--- src/rtl/csram_stream_loader_if.sv ---
// Stream-in / RAM-out / status bundle of the CSRAM stream loader.
// The loader uses the slave view; the stream source and RAM side use the master view.
interface csram_stream_loader_if #(
  parameter int DATA_WIDTH = 32,
  parameter int ADDR_WIDTH = 12
);
  logic                  s_valid;
  logic                  s_ready;
  logic [DATA_WIDTH-1:0] s_data;
  logic                  s_last;
  logic                  ram_en;
  logic                  ram_we;
  logic [ADDR_WIDTH-1:0] ram_addr;
  logic [DATA_WIDTH-1:0] ram_di;
  logic                  busy;
  logic                  load_done;
  logic                  load_err;
  logic [1:0]            err_code;

  modport slave (
    input  s_valid, s_data, s_last,
    output s_ready, ram_en, ram_we, ram_addr, ram_di,
    output busy, load_done, load_err, err_code
  );

  modport master (
    output s_valid, s_data, s_last,
    input  s_ready, ram_en, ram_we, ram_addr, ram_di,
    input  busy, load_done, load_err, err_code
  );
endinterface

--- src/rtl/csram_stream_loader.sv ---
// Loads a framed word stream (header, N payload words, XOR checksum) into the
// CSRAM narrow write port and reports a clean load or the cause of a failure.
module csram_stream_loader #(
  parameter int         DATA_WIDTH = 32,
  parameter int         ADDR_WIDTH = 12,
  parameter int         DEPTH      = 4096,
  parameter logic [7:0] MAGIC      = 8'hC5
) (
  input logic                 clk,
  input logic                 rst_n,
  csram_stream_loader_if.slave bus
);

  localparam int CW = ADDR_WIDTH + 1;
  localparam logic [CW-1:0]         CNT_ONE  = {{ADDR_WIDTH{1'b0}}, 1'b1};
  localparam logic [ADDR_WIDTH-1:0] ADDR_ONE = {{(ADDR_WIDTH-1){1'b0}}, 1'b1};
  localparam logic [CW-1:0]         DEPTH_W  = CW'(DEPTH);

  typedef enum logic [2:0] {
    IDLE  = 3'd0,
    LOAD  = 3'd1,
    CHECK = 3'd2,
    DONE  = 3'd3,
    ERR   = 3'd4
  } state_t;

  state_t                state_r;
  logic                  s_ready_r;
  logic                  ram_en_r;
  logic                  ram_we_r;
  logic [ADDR_WIDTH-1:0] ram_addr_r;
  logic [DATA_WIDTH-1:0] ram_di_r;
  logic                  busy_r;
  logic                  load_done_r;
  logic                  load_err_r;
  logic [1:0]            err_code_r;
  logic [ADDR_WIDTH-1:0] cnt_r;
  logic [CW-1:0]         rem_r;
  logic [DATA_WIDTH-1:0] chk_r;
  logic                  err_last_r;
  logic                  accept_s;

  function automatic logic [ADDR_WIDTH-1:0] hdr_start(input logic [DATA_WIDTH-1:0] hdr);
    return hdr[2*ADDR_WIDTH-1:ADDR_WIDTH];
  endfunction

  function automatic logic [CW-1:0] hdr_count(input logic [DATA_WIDTH-1:0] hdr);
    return {1'b0, hdr[ADDR_WIDTH-1:0]} + CNT_ONE;
  endfunction

  // Start+count is formed one bit wider than the address so S+N = DEPTH stays legal.
  function automatic logic hdr_legal(input logic [DATA_WIDTH-1:0] hdr);
    logic [CW-1:0] end_w;
    end_w = {1'b0, hdr_start(hdr)} + hdr_count(hdr);
    return (hdr[DATA_WIDTH-1 -: 8] == MAGIC) && (end_w <= DEPTH_W);
  endfunction

  assign accept_s      = bus.s_valid & s_ready_r;
  assign bus.s_ready   = s_ready_r;
  assign bus.ram_en    = ram_en_r;
  assign bus.ram_we    = ram_we_r;
  assign bus.ram_addr  = ram_addr_r;
  assign bus.ram_di    = ram_di_r;
  assign bus.busy      = busy_r;
  assign bus.load_done = load_done_r;
  assign bus.load_err  = load_err_r;
  assign bus.err_code  = err_code_r;

  // Frame FSM with registered write port, handshake and status outputs.
  always_ff @(posedge clk or negedge rst_n) begin
    if (!rst_n) begin
      state_r     <= IDLE;
      s_ready_r   <= 1'b1;
      ram_en_r    <= 1'b0;
      ram_we_r    <= 1'b0;
      ram_addr_r  <= '0;
      ram_di_r    <= '0;
      busy_r      <= 1'b0;
      load_done_r <= 1'b0;
      load_err_r  <= 1'b0;
      err_code_r  <= 2'd0;
      cnt_r       <= '0;
      rem_r       <= '0;
      chk_r       <= '0;
      err_last_r  <= 1'b0;
    end else begin
      ram_en_r    <= 1'b0;
      ram_we_r    <= 1'b0;
      load_done_r <= 1'b0;
      load_err_r  <= 1'b0;
      case (state_r)
        IDLE: begin
          if (accept_s) begin
            busy_r     <= 1'b1;
            err_last_r <= bus.s_last;
            if (!hdr_legal(bus.s_data)) begin
              state_r    <= ERR;
              err_code_r <= 2'd1;
              load_err_r <= 1'b1;
            end else if (bus.s_last) begin
              state_r    <= ERR;
              err_code_r <= 2'd2;
              load_err_r <= 1'b1;
            end else begin
              state_r    <= LOAD;
              err_code_r <= 2'd0;
              cnt_r      <= hdr_start(bus.s_data);
              rem_r      <= hdr_count(bus.s_data);
              chk_r      <= bus.s_data;
            end
          end
        end
        LOAD: begin
          if (accept_s) begin
            if (bus.s_last) begin
              state_r    <= ERR;
              err_code_r <= 2'd2;
              load_err_r <= 1'b1;
              err_last_r <= 1'b1;
            end else begin
              ram_en_r   <= 1'b1;
              ram_we_r   <= 1'b1;
              ram_addr_r <= cnt_r;
              ram_di_r   <= bus.s_data;
              chk_r      <= chk_r ^ bus.s_data;
              cnt_r      <= cnt_r + ADDR_ONE;
              rem_r      <= rem_r - CNT_ONE;
              if (rem_r == CNT_ONE) begin
                state_r <= CHECK;
              end
            end
          end
        end
        CHECK: begin
          if (accept_s) begin
            if (!bus.s_last) begin
              state_r    <= ERR;
              err_code_r <= 2'd2;
              load_err_r <= 1'b1;
              err_last_r <= 1'b0;
            end else if (bus.s_data != chk_r) begin
              state_r    <= ERR;
              err_code_r <= 2'd3;
              load_err_r <= 1'b1;
              err_last_r <= 1'b1;
            end else begin
              state_r     <= DONE;
              s_ready_r   <= 1'b0;
              busy_r      <= 1'b0;
              load_done_r <= 1'b1;
            end
          end
        end
        DONE: begin
          state_r   <= IDLE;
          s_ready_r <= 1'b1;
        end
        ERR: begin
          // Drain the rest of the frame unless the failing word already closed it.
          if (err_last_r || (accept_s && bus.s_last)) begin
            state_r    <= IDLE;
            busy_r     <= 1'b0;
            err_last_r <= 1'b0;
          end
        end
        default: begin
          state_r   <= IDLE;
          s_ready_r <= 1'b1;
          busy_r    <= 1'b0;
        end
      endcase
    end
  end

endmodule
--- src/flat_wrapper.sv ---
// flat-port wrapper written by rule: the top's interface ports become plain ports
module csram_stream_loader_flat 
#(
  parameter int         DATA_WIDTH = 32,
  parameter int         ADDR_WIDTH = 12,
  parameter int         DEPTH      = 4096,
  parameter logic [7:0] MAGIC      = 8'hC5
)
  (clk, rst_n, bus_s_valid, bus_s_data, bus_s_last, bus_s_ready, bus_ram_en, bus_ram_we, bus_ram_addr, bus_ram_di, bus_busy, bus_load_done, bus_load_err, bus_err_code);
  csram_stream_loader_if #(.DATA_WIDTH(DATA_WIDTH), .ADDR_WIDTH(ADDR_WIDTH)) bus_i ();
  input logic clk;
  input logic rst_n;
  input wire logic [$bits(bus_i.s_valid)-1:0] bus_s_valid;
  input wire logic [$bits(bus_i.s_data)-1:0] bus_s_data;
  input wire logic [$bits(bus_i.s_last)-1:0] bus_s_last;
  output wire logic [$bits(bus_i.s_ready)-1:0] bus_s_ready;
  output wire logic [$bits(bus_i.ram_en)-1:0] bus_ram_en;
  output wire logic [$bits(bus_i.ram_we)-1:0] bus_ram_we;
  output wire logic [$bits(bus_i.ram_addr)-1:0] bus_ram_addr;
  output wire logic [$bits(bus_i.ram_di)-1:0] bus_ram_di;
  output wire logic [$bits(bus_i.busy)-1:0] bus_busy;
  output wire logic [$bits(bus_i.load_done)-1:0] bus_load_done;
  output wire logic [$bits(bus_i.load_err)-1:0] bus_load_err;
  output wire logic [$bits(bus_i.err_code)-1:0] bus_err_code;
  assign bus_i.s_valid = bus_s_valid;
  assign bus_i.s_data = bus_s_data;
  assign bus_i.s_last = bus_s_last;
  assign bus_s_ready = bus_i.s_ready;
  assign bus_ram_en = bus_i.ram_en;
  assign bus_ram_we = bus_i.ram_we;
  assign bus_ram_addr = bus_i.ram_addr;
  assign bus_ram_di = bus_i.ram_di;
  assign bus_busy = bus_i.busy;
  assign bus_load_done = bus_i.load_done;
  assign bus_load_err = bus_i.load_err;
  assign bus_err_code = bus_i.err_code;
  csram_stream_loader #(.DATA_WIDTH(DATA_WIDTH), .ADDR_WIDTH(ADDR_WIDTH), .DEPTH(DEPTH), .MAGIC(MAGIC)) u_core (.clk(clk), .rst_n(rst_n), .bus(bus_i));
endmodule
--- config.mk ---
export PLATFORM = sky130hd
export DESIGN_NAME = csram_stream_loader_flat
export DESIGN_NICKNAME = d
export VERILOG_FILES = /design/src/rtl/csram_stream_loader_if.sv /design/src/rtl/csram_stream_loader.sv /design/src/flat_wrapper.sv
export SDC_FILE = /design/constraint.sdc
export NUM_CORES = 1
export LEC_CHECK = 0
export ABC_AREA = 0
export BUFFER_PORTS_ARGS = -buffer_cell sky130_fd_sc_hd__buf_2
export CORE_UTILIZATION = 30
export DETAILED_ROUTE_END_ITERATION = 8
export GPL_ROUTABILITY_DRIVEN = 0
export PLACE_DENSITY = 0.58
export SLEW_MARGIN = 40
export SYNTH_ARGS = -nofsm -noshare
export SYNTH_HDL_FRONTEND = slang
export SYNTH_SLANG_ARGS = --single-unit
--- constraint.sdc ---
create_clock -name clk -period 4.2 [get_ports clk]
set_input_delay 0.42 -clock clk [delete_from_list [all_inputs] [get_ports clk]]
set_output_delay 0.42 -clock clk [all_outputs]
set_load 0.02 [all_outputs]
=== Word-level counts from Yosys, hierarchy flattened ===
Cells that the tools add are included.

* Input port bits: 36
* ROM bits: 0
* Latch bits: 0
* RAM bits: 0
* Logic and storage cells: 125
* Memories kept: 0
* Register bits after elaboration: 112
* Output and inout bits: 52

* Muxes and demuxes: 67
* $lt $le $gt $ge: 1
* Bitwise gates (word level): 5
* Multiply operators: 0
* Div/mod/pow operators: 0
* Reductions and logical operators: 16
* Shifts and indexed selects: 0
* Equal/unequal tests: 19
* Add/subtract/negate cells: 4

{| class="wikitable"
|+ Operators by type and width
! operator !! count
|-
| 2-to-1 mux 32 bit || 5
|-
| 2-to-1 mux 13 bit || 5
|-
| one-hot mux 32 bit (2 select lines) || 1
|-
| 2-to-1 mux 12 bit || 5
|-
| inequality test 32 bit || 1
|-
| XOR 32 bit || 1
|-
| 2-to-1 mux 3 bit || 10
|-
| one-hot mux 13 bit (2 select lines) || 1
|-
| 2-to-1 mux 1 bit || 25
|-
| one-hot mux 12 bit (2 select lines) || 1
|-
| AND reduction 6 bit || 3
|-
| 2-to-1 mux 2 bit || 8
|-
| adder 12 x 1 -> 13 bit, second input constant || 1
|-
| adder 12 x 13 -> 13 bit || 1
|-
| == test 13 x 1 -> 1 bit, second input constant || 1
|-
| <= comparator 13 bit, second input constant || 1
|-
| subtractor 13 x 1 -> 13 bit, second input constant || 1
|-
| adder 12 x 1 -> 12 bit, second input constant || 1
|-
| one-hot mux 3 bit (4 select lines) || 1
|-
| inequality test 2 x 1 -> 1 bit, second input constant || 5
|-
| inequality test 2 bit, second input constant || 5
|-
| == test 8 bit, second input constant || 1
|-
| one-hot mux 1 bit (4 select lines) || 2
|-
| AND reduction 7 bit || 1
|-
| other kinds (20) || 25
|}

=== Depth between registers and ports, before layout ===
Gate-level depths: netlist of the first run.

* Depth after elaboration: 7
* Depth in mapped cells: 18
* Depth with buffers taken out: 14

=== Worst setup path after synthesis of the first run ===
No wires, ideal clock.

* Path type: input -> register
* Start point: input port bus_s_data[4]
* End point: register u_core.chk_r[7]
* Cell stages on the path: 17
* Required time: 4.064 ns
* Arrival time: 3.670 ns
* Library setup time: 0.136 ns
* Path slack: 0.394 ns
* Buffers on the path: 3
* Path through: clkbuf_1 -> nand3_1 -> nor2_1 -> and3_1 -> nand2_1 -> xnor2_1 -> ha_1 -> clkbuf_1 -> or3b_1 -> o21ba_2 -> a2111oi_0 -> o2111ai_1 -> nor4_2 -> nand4_2 -> buf_2 -> a2111oi_0 -> nor3_1

* Longest elaborated chain between the ends: 6

{| class="wikitable"
|+ Ends and longest elaborated chain
! what !! RTL line !! source
|-
| start: declaration || flat_wrapper.sv:14 || <nowiki>input wire logic [$bits(bus_i.s_data)-1:0] bus_s_data;</nowiki>
|-
| adder 12 x 1 -> 13 bit || csram_stream_loader.sv:48 || <nowiki>return {1'b0, hdr[ADDR_WIDTH-1:0]} + CNT_ONE;</nowiki>
|-
| adder 12 x 13 -> 13 bit || csram_stream_loader.sv:54 || <nowiki>end_w = {1'b0, hdr_start(hdr)} + hdr_count(hdr);</nowiki>
|-
| <= comparator 13 bit || csram_stream_loader.sv:55 || <nowiki>return (hdr[DATA_WIDTH-1 -: 8] == MAGIC) && (end_w <= DEPTH_W);</nowiki>
|-
| logical AND 1 bit || csram_stream_loader.sv:55 ||
|-
| inequality test 2 x 1 -> 1 bit (no line) || -- ||
|-
| AND reduction 6 bit (no line) || -- ||
|-
| end signal: assignment || csram_stream_loader.sv:109 || <nowiki>chk_r <= bus.s_data;</nowiki>
|-
| end signal: assignment || csram_stream_loader.sv:125 || <nowiki>chk_r <= chk_r ^ bus.s_data;</nowiki>
|-
| end: declaration || csram_stream_loader.sv:39 || <nowiki>logic [DATA_WIDTH-1:0] chk_r;</nowiki>
|}

No other way between the ends.
A chain may end at the register's enable or synchronous reset.

=== Worst setup path in the final report of the first run ===
* Start point: input port bus_s_data[0]
* End point: register u_core.rem_r[0]

* Longest elaborated chain between the ends: 6
* Elaborated cells on any way between the ends: 10
* Classes of those cells: add/sub: 2; order compare: 1; eq/ne: 1; mux: 4; reduce/logical: 2

{| class="wikitable"
|+ Ends and longest elaborated chain
! what !! RTL line !! source
|-
| adder 12 x 1 -> 13 bit (*) || csram_stream_loader.sv:48 ||
|-
| adder 12 x 13 -> 13 bit || csram_stream_loader.sv:54 ||
|-
| <= comparator 13 bit || csram_stream_loader.sv:55 ||
|-
| logical AND 1 bit || csram_stream_loader.sv:55 ||
|-
| inequality test 2 x 1 -> 1 bit (no line) || -- ||
|-
| AND reduction 6 bit (no line) || -- ||
|-
| end signal: assignment || csram_stream_loader.sv:108 || <nowiki>rem_r <= hdr_count(bus.s_data);</nowiki>
|-
| end signal: assignment || csram_stream_loader.sv:127 || <nowiki>rem_r <= rem_r - CNT_ONE;</nowiki>
|-
| end: declaration || csram_stream_loader.sv:38 || <nowiki>logic [CW-1:0] rem_r;</nowiki>
|}

Every way passes the cells marked *; elsewhere a longest branch is shown, timed or not. The select of a mux whose other input is x is not followed.

==> impl_metrics.tcl, run 1 <==
set metrics [dict create \
    clkTransAtPathRegs_ns 0.07 \
    cts.sinks 112 \
    grt_max_degree 69 \
    synth_ff_type "dfrtp_1" \
    final_area_sq_mm 0.00836 \
    start_kind "input port" \
    critPathKind "in -> reg" \
    finalCritPeriodShare 0.895 \
    rsz0062_at_grt "false" \
    syn_inst 854 \
    numPortBuffers 87 \
    slew_headroom 0.551 \
    synth_top_family_by_area "compound AO/OA/AOI/OAI gates" \
    synth_xor_area_frac 0.0528 \
    period_minus_slack_ns 3.76 \
    synth_edf_count 0 \
    cts_tree "done" \
    async_flop_share 1.00 \
    dieHeight_microns 158 \
    antenna_cells 0 \
    grt_pass1_wl_microns 36300 \
    synth_compound_area_frac 0.243 \
    synth.distinct_cells 77 \
    grt_usage 0.188 \
    synthMuxAreaShare 0.00566 \
    fmax_mhz 266 \
    cts_setup_buffers 0 \
    setup_viol 0 \
    clock_path_buffers 2 \
    slew_viol_final 0 \
    syn_nets 907 \
    core_area_sq_mm 0.0237 \
    p_int_mw 2.62 \
    critPathMaxFanout 29 \
    fin_skew_ns 0.0132 \
    cts-resized-gates 0 \
    io_pins 88 \
    synth-adder-area-share 0.0302 \
    antenna_found_initial 0 \
    max_cap_viol_count 0 \
    synthSimpleGateAreaFrac 0.229 \
    drc 0 \
    gr-total-overflow 0 \
    area_delta_synth_final_pct 14.7 \
    cts_max_level 3 \
    cts_made_buffers 9 \
    cellLeakagePower_nw 3.67 \
    rows 56 \
    syn_avg_cell_area_sq_um 8.54 \
    drive_gt1_frac 0.169 \
    max-vdd-ir-drop_mv 0.248 \
    placed_area_sq_mm 0.00810 \
    antenna_left 0 \
    die_area_sq_mm 0.0249 \
    arrival_ns 4.00 \
    n_fill_cell 2526 \
    grt_pass1_vias 6375 \
    ys.warnings.count 0 \
    vias 6841 \
    p_clk_frac 0.180 \
    comb_power_share 0.409 \
    synthesis.area_sq_mm 0.00729 \
    pwr-share-seq 0.411 \
    die_w_microns 158 \
    cts_hold_buf 0 \
    endpoint_kind "flip-flop" \
    clock-root-buffer "clkbuf_16" \
    ys_seq_elements 112 \
    sw_frac_of_total 0.424 \
    powerDensity_mw_per_mm2 544 \
    p_switching_mw 1.93 \
    dp_hpwl_microns 15400 \
    drtIter0Drc 697 \
    nNetsFinal 958 \
    status "complete, no violations" \
    required_ns 4.44 \
    finalHoldViolations 0 \
    wl_microns 22500 \
    dr.pass1.iters 5 \
    worstHoldPathType "in -> async" \
    fin_setup_tns_ns 0 \
    ys_seq_area_frac 0.385 \
    insertion_delay_ns 0.36 \
    worst_pin_slew_ns 0.673 \
    via_per_inst 5.58 \
    initial_core_util 0.308 \
    detail_route.wl_per_cell_microns 18.4 \
]
layer usage:
layer / global-route usage / wire length, microns / vias up
met5: 0 / 0 / -
met4: 0.0717 / 704 / 0
met3: 0.0279 / 1500 / 39
met2: 0.281 / 9710 / 241
met1: 0.271 / 10600 / 3311
li1: - / - / 3250
cells by family after synthesis:
kind of cell / Yosys count
flops: 112
simple gates: 340
buf+inv: 95
fa+ha+maj: 17
xor+xnor: 44
mux: 4
compound gates: 242
final timing paths:
kind | end | depth (start not counted) | startpoint | slack [ns]
worst min register to register | u_core.bus.ram_addr[5] | 2 | u_core.bus.ram_addr[5] | 0.47
max in group asynchronous | u_core.chk_r[6] | 2 | rst_n | 3.42
worst max register to register | u_core.rem_r[0] | 7 | u_core.state_r[1] | 1.56
min in group clk | u_core.bus.s_ready | 2 | bus_s_valid | 0.22
worst min-delay path | u_core.bus.ram_en | 1 | rst_n | 0.07
worst max-delay path | u_core.rem_r[0] | 15 | bus_s_data[0] | 0.44
flip-flops by register name, indices dropped and copies added, names as in the netlist, 2 cells and up:
| register | cells |
|---|---|
| u_core.bus.ram_di | 32 |
| u_core.state_r | 3 |
| u_core.chk_r | 32 |
| u_core.bus.ram_addr | 12 |
| u_core.rem_r | 13 |
| u_core.bus.err_code | 2 |
| u_core.cnt_r | 12 |
power groups by stage:
stage	sequential (mW)	clock, mW	combinational, mW
finish	1.87	0.819	1.86
detailed placement	1.88	0	1.86
CTS	1.86	0.839	1.86
global route	1.93	0.878	2.06
global placement	1.88	0	1.84
floorplan	2.02	0	1.08
per-stage QoR:
step	hold WS (ns)	total power [mW]	util	std cells	worst slack [ns]
after floorplan	0.124	3.11	-	854	0.394
after global placement	0.454	3.71	0.342	1213	0.121
after detailed placement	0.457	3.73	0.342	1213	0.117
after CTS	0.113	4.57	0.353	1227	0.495
after global routing	0.117	4.87	0.353	1227	0.191
final	0.0726	4.55	0.353	1227	0.441
synthesized netlist by cell type, types with 10 or more instances:
| master | n | area, sq um |
|---|---|---|
| nand2_1 | 131 | 492 |
| dfrtp_1 | 111 | 2780 |
| nand3_1 | 68 | 340 |
| o21ai_0 | 60 | 300 |
| clkbuf_1 | 45 | 169 |
| nor2_1 | 40 | 150 |
| xor2_1 | 37 | 324 |
| a2bb2oi_1 | 31 | 272 |
| a21oi_1 | 24 | 120 |
| inv_1 | 24 | 90.1 |
| nor4_1 | 24 | 150 |
| nor3_1 | 23 | 115 |
| a211oi_1 | 17 | 128 |
| a2111oi_0 | 16 | 140 |
| buf_2 | 16 | 80.1 |
| ha_1 | 16 | 200 |
| o31a_1 | 13 | 114 |
| a21o_1 | 11 | 82.6 |
| o22ai_1 | 10 | 62.6 |
cell usage in the layout, fill, tap and decap left out, drive strengths merged, types with 13 or more instances in the layout:
| master | instances |
|---|---|
| nand2 | 131 |
| dfrtp | 111 |
| buf | 111 |
| nand3 | 68 |
| o21ai | 60 |
| nor2 | 40 |
| xor2 | 37 |
| a2bb2oi | 31 |
| inv | 26 |
| nor3 | 26 |
| a21oi | 25 |
| nor4 | 25 |
| a211oi | 18 |
| a2111oi | 18 |
| ha | 16 |
| o31a | 13 |
area by class of cell:
type	count	area, sq um	area share
well taps	319	399	0.0477
clock inverters	4	30.0	0.00359
multi-input cells	647	4100	0.490
flip-flops and latches	112	2800	0.335
inverters	24	90.1	0.0108
repair buffers	111	709	0.0848
clock buffers	10	229	0.0274
worst max-delay path, cell delays in order:
cell,delay [ns]
buf_2,0.11
nand2_1,0.05
nor2_1,0.22
and3_1,0.25
xor2_1,0.11
ha_1,0.51
a21oi_1,0.22
and2_1,0.21
a32oi_1,0.18
and4b_1,0.23
or4b_4,0.49
nor4b_4,0.32
buf_12,0.24
nor3_4,0.11
a211o_1,0.31
No activity file was read; power rests on OpenSTA's default activity.
==> inputs of run 2 (changes only) <==
--- a/config.mk
+++ b/config.mk
@@ -7,6 +7,7 @@
 export LEC_CHECK = 0
 export ABC_AREA = 0
 export BUFFER_PORTS_ARGS = -buffer_cell sky130_fd_sc_hd__buf_2
+export CORE_MARGIN = 2
 export CORE_UTILIZATION = 30
 export DETAILED_ROUTE_END_ITERATION = 8
 export GPL_ROUTABILITY_DRIVEN = 0
==> run 2 against run 1 <==
Against the previous run:
- combinational power up 2%
- fmax fell by 2.5%
- wire length increased by 4.0%
- clock power up 16%
- count of clock-buffer cells in the layout decreased by 1
- die area up 2.5%
- worst hold slack got worse by 0.072 ns
- first-iteration DRC count down 14%
- sequential cell count is the same
- critical path depth rose by 2
- sequential share of layout area down 0.91 points
- register-to-register slack worse by 0.16 ns
- critical endpoint is now u_core.cnt_r[0]
==> impl_metrics.tcl, run 2 (synthesized netlist as in run 1, its figures left out) <==
set metrics [dict create \
    drc 0 \
    cellLeakagePower_nw 3.81 \
    period_minus_slack_ns 3.85 \
    start_kind "input port" \
    fmax_mhz 259 \
    drive_gt1_frac 0.192 \
    cts_made_buffers 9 \
    post-route-util 0.357 \
    r2r_start "u_core.state_r[1]" \
    dp_hpwl_microns 16500 \
    worst_pin_slew_ns 0.736 \
    cts_max_level 3 \
    vias 6937 \
    slew_viol_final 0 \
    initial_core_util 0.303 \
    arrival_ns 4.11 \
    antenna_found_initial 0 \
    max_cap_viol_count 0 \
    cpPeakStageDelay_ns 0.49 \
    clock_path_buffers 2 \
    finalHoldViolations 0 \
    powerDensity_mw_per_mm2 549 \
    grt_usage 0.183 \
    cts-resized-gates 0 \
    critPathKind "in -> reg" \
    layout_commonest_cell "nand2_1" \
    cts_setup_buffers 0 \
    cp.buffers_inverters 4 \
    slowest_stage "or4b_4" \
    gr-total-overflow 0 \
    cts_tree "done" \
    cts_hold_buf 0 \
    dr.pass1.iters 7 \
    clock-root-buffer "clkbuf_16" \
    core_area_sq_mm 0.0241 \
    status "complete, no violations" \
    fin_setup_tns_ns 0 \
    via_per_inst 5.52 \
    slew_headroom 0.506 \
    endpoint_kind "flip-flop" \
    critPathMaxFanout 29 \
    cts.sinks 112 \
    grt_max_degree 58 \
    finalNonFillerCells 1256 \
    setup_viol 0 \
    worstHoldPathType "in -> async" \
    numPortBuffers 87 \
    antenna_left 0 \
    cpLargestDelayFamily "simple AND/OR/NAND/NOR gates" \
    startpoint "bus_s_data[1]" \
    area_delta_synth_final_pct 17.9 \
    final_cell_mix "nand2_1, dfrtp_1, buf_2, nand3_1, o21ai_0" \
    dieHeight_microns 160 \
    drtIter0Drc 599 \
    max-vdd-ir-drop_mv 0.200 \
    die_area_sq_mm 0.0256 \
    crit_chain "buf_2, ha_1, nand3_1, buf_4, nor2_1, xor2_1, ha_1, buf_4, nand3_1, o21ai_0, mux2i_1, and4b_1, or4b_4, nor4b_4, buf_12, nor3_4, a211o_1" \
    required_ns 4.45 \
    dp.cells 1240 \
    rsz0062_at_grt "false" \
    antenna_cells 0 \
    nNetsFinal 980 \
    io_pins 88 \
    rows 57 \
    grt_pass1_wl_microns 37200 \
    detail_route.wl_per_cell_microns 18.7 \
    finalCritPeriodShare 0.918 \
    die_w_microns 160 \
    fin_skew_ns 0.0181 \
    wl_microns 23400 \
    grt_pass1_vias 6317 \
    insertion_delay_ns 0.38 \
    clkTransAtPathRegs_ns 0.09 \
]
-- run 2: power by group --
group	switching (mW)	total, mW	internal (mW)
Combinational	1.16	1.90	0.742
Sequential	0.375	1.87	1.49
Clock	0.510	0.950	0.440
-- run 2: worst register-to-register path: stages (launching register included) --
cell	delay [ns]
dfrtp_1	0.54
or2_2	0.40
or3_2	0.70
a211oi_4	0.47
buf_12	0.24
o31a_1	0.19
a2bb2oi_1	0.18
-- run 2: final timing paths --
path | to | slack [ns] | cells after the start
min in group clk | u_core.bus.s_ready | 0.22 | 2
worst min register to register | u_core.bus.ram_addr[11] | 0.47 | 2
max in group asynchronous | u_core.bus.ram_di[5] | 3.24 | 3
worst max register to register | u_core.chk_r[29] | 1.40 | 6
worst min-delay path | u_core.bus.ram_di[26] | 0.0008 | 1
worst max-delay path | u_core.cnt_r[0] | 0.35 | 17
-- run 2: metrics by stage --
step                      power, mW  cell area (sq um)  hold WS [ns]  setup WS (ns)
after detailed placement       3.78               8270         0.414         0.0422
after global placement         3.75               8250         0.455        0.00647
after global routing           5.03               8590        0.0364          0.185
after floorplan                3.11               7290         0.124          0.394
after CTS                      4.73               8590        0.0187          0.407
final                          4.72               8590      0.000750          0.346
-- run 2: final cells by class --
| class | instances | area (sq um) |
|---|---|---|
| Clock buffer | 9 | 225 |
| Clock inverter | 7 | 101 |
| Fill cell | 2582 | 15500 |
| Inverter | 24 | 90.1 |
| Multi-Input combinational cell | 647 | 4100 |
| Sequential cell | 112 | 2800 |
| Tap cell | 324 | 405 |
| Timing Repair Buffer | 133 | 871 |
-- run 2: layer usage --
layer  up-vias  global-route usage  wire [microns]
met5         -                   0               0
met4         0              0.0385             287
li1       3284                   -               -
met1      3401               0.277           11500
met2       230               0.274           10200
met3        22              0.0273            1390
==> inputs of run 3 (changes only) <==
==> constraint.sdc (replaced) <==
create_clock -name clk -period 4.49 [get_ports clk]
set_input_delay 0.449 -clock clk [delete_from_list [all_inputs] [get_ports clk]]
set_output_delay 0.449 -clock clk [all_outputs]
set_load 0.02 [all_outputs]
==> run 3 against run 2 <==
Against the previous run:
- global-route usage fell by 0.48 points
- worst setup slack improved by 0.044 ns
- largest cell class unchanged
- sequential power shrank 7%
==> impl_metrics.tcl, run 3 (synthesized netlist as in run 1, its figures left out) <==
set metrics [dict create \
    area_delta_synth_final_pct 14.1 \
    cts.sinks 112 \
    max-vdd-ir-drop_mv 0.215 \
    cts_max_level 3 \
    nNetsFinal 951 \
    finalHoldViolations 0 \
    cts_setup_buffers 0 \
    cp.buffers_inverters 3 \
    r2r_cells 8 \
    gr-total-overflow 0 \
    grt_usage 0.178 \
    final_cell_mix "nand2_1, dfrtp_1, buf_2, nand3_1, o21ai_0" \
    grt_pass1_vias 6363 \
    powerDensity_mw_per_mm2 516 \
    rsz0062_at_grt "false" \
    place_ws_ns 0.104 \
    clkTransAtPathRegs_ns 0.09 \
    whs_ns 0.135 \
    wl_microns 22700 \
    setup_viol 0 \
    via_per_inst 5.49 \
    cts_hold_buf 0 \
    arrival_ns 4.40 \
    crit_chain "buf_2, ha_1, nand3_1, nor2_1, nand4_1, xnor2_1, ha_1, or3b_1, o21ba_2, a2111oi_0, o2111ai_1, nor4_2, nand4_2, buf_4, a21oi_2, buf_12, mux2i_1" \
    fin_ws_ns 0.391 \
    rows 57 \
    cts-resized-gates 0 \
    n_fill_cell 2573 \
    slew_viol_final 0 \
    cellLeakagePower_nw 3.64 \
    required_ns 4.79 \
    detail_route.wl_per_cell_microns 18.5 \
    cpLargestDelayFamily "simple AND/OR/NAND/NOR gates" \
    clock-root-buffer "clkbuf_16" \
    r2r_start "u_core.chk_r[23]" \
    io_pins 88 \
    pwr-share-seq 0.406 \
    numPortBuffers 87 \
    critPathMaxFanout 34 \
    antenna_left 0 \
    start_kind "input port" \
    period_minus_slack_ns 4.10 \
    die_w_microns 160 \
    comb_power_share 0.401 \
    cts_tree "done" \
    slew_headroom 0.501 \
    cpPeakStageDelay_ns 0.46 \
    critPathKind "in -> reg" \
    slowest_stage "a2111oi_0" \
    clock_path_buffers 2 \
    endpoint_kind "flip-flop" \
    grt_pass1_wl_microns 36300 \
    fin_skew_ns 0.0170 \
    drive_gt1_frac 0.165 \
    ff2ff_setup_slack_ns 1.84 \
    finalCritPeriodShare 0.913 \
    worstHoldPathType "in -> async" \
    grt_max_degree 56 \
    fin_setup_tns_ns 0 \
    multi_input_area_sq_mm 0.00410 \
    cts_made_buffers 9 \
    insertion_delay_ns 0.37 \
    antenna_found_initial 0 \
    core_area_sq_mm 0.0241 \
    worst_pin_slew_ns 0.743 \
    p_clk_frac 0.193 \
    antenna_cells 0 \
    max_cap_viol_count 0 \
    sw_frac_of_total 0.429 \
    regArea_sq_mm 0.00280 \
    drc 0 \
    dr.pass1.iters 5 \
    vias 6740 \
    dieHeight_microns 160 \
    p_switching_mw 1.84 \
    drtIter0Drc 702 \
    status "complete, no violations" \
    dp_hpwl_microns 15600 \
    initial_core_util 0.303 \
    p_int_mw 2.45 \
    layout_commonest_cell "nand2_1" \
    post-route-util 0.345 \
    timing.rr.end "u_core.state_r[2]" \
    crit_path_frequent_cell "ha_1" \
    die_area_sq_mm 0.0256 \
    fmax_mhz 244 \
]
run 3: cell types whose count changed in the layout (fill, tap and decap cells not counted), moves of 2 or more:
cell	previous run	this run
clkinv_8	4	2
buf_12	7	4
buf_4	40	14
clkinvlp_4	0	2
run 3: cell type report:
cell class / instances / share of cell area
timing repair buffer: 104 / 0.0740
clock inverter: 7 / 0.00918
inverter: 24 / 0.0110
multi-input combinational: 647 / 0.493
clock buffer: 9 / 0.0271
sequential: 112 / 0.337
tap: 324 / 0.0487
run 3: worst max path at each step:
| stage | start | to | slack [ns] | cells after the start |
|---|---|---|---|---|
| 3_5_place_dp | bus_s_data[0] | u_core.rem_r[1] | 0.10 | 17 |
| 5_1_grt | bus_s_data[0] | u_core.rem_r[1] | 0.16 | 17 |
| 2_1_floorplan | bus_s_data[4] | u_core.chk_r[7] | 0.66 | 17 |
| 4_1_cts | bus_s_data[0] | u_core.rem_r[1] | 0.48 | 17 |
| 6_report | bus_s_data[0] | u_core.rem_r[1] | 0.39 | 17 |
| 3_3_place_gp | bus_s_data[0] | u_core.rem_r[1] | 0.20 | 17 |
run 3: power by group through the flow:
stage | Clock [mW] | Combinational [mW] | Sequential, mW
2_1_floorplan | 0 | 1.01 | 1.89
3_3_place_gp | 0 | 1.70 | 1.75
3_5_place_dp | 0 | 1.72 | 1.75
4_1_cts | 0.851 | 1.73 | 1.74
5_1_grt | 0.894 | 1.89 | 1.80
6_report | 0.827 | 1.72 | 1.74
run 3: stage by stage:
step | std cells | total power, mW | cell area [sq um]
floorplan | 854 | 2.90 | 7290
global placement | 1211 | 3.45 | 8010
detailed placement | 1211 | 3.47 | 8020
CTS | 1227 | 4.32 | 8320
global route | 1227 | 4.59 | 8320
finish | 1227 | 4.29 | 8320
run 3: layer usage:
metal	GRT usage	part of all wire	routed length (microns)	up-vias
met3	0.0392	0.068	1530	29
met4	0.0536	0.025	570	0
met1	0.263	0.48	10900	3260
li1	-	-	-	3230
met2	0.258	0.43	9690	221
met5	0	0	0	-
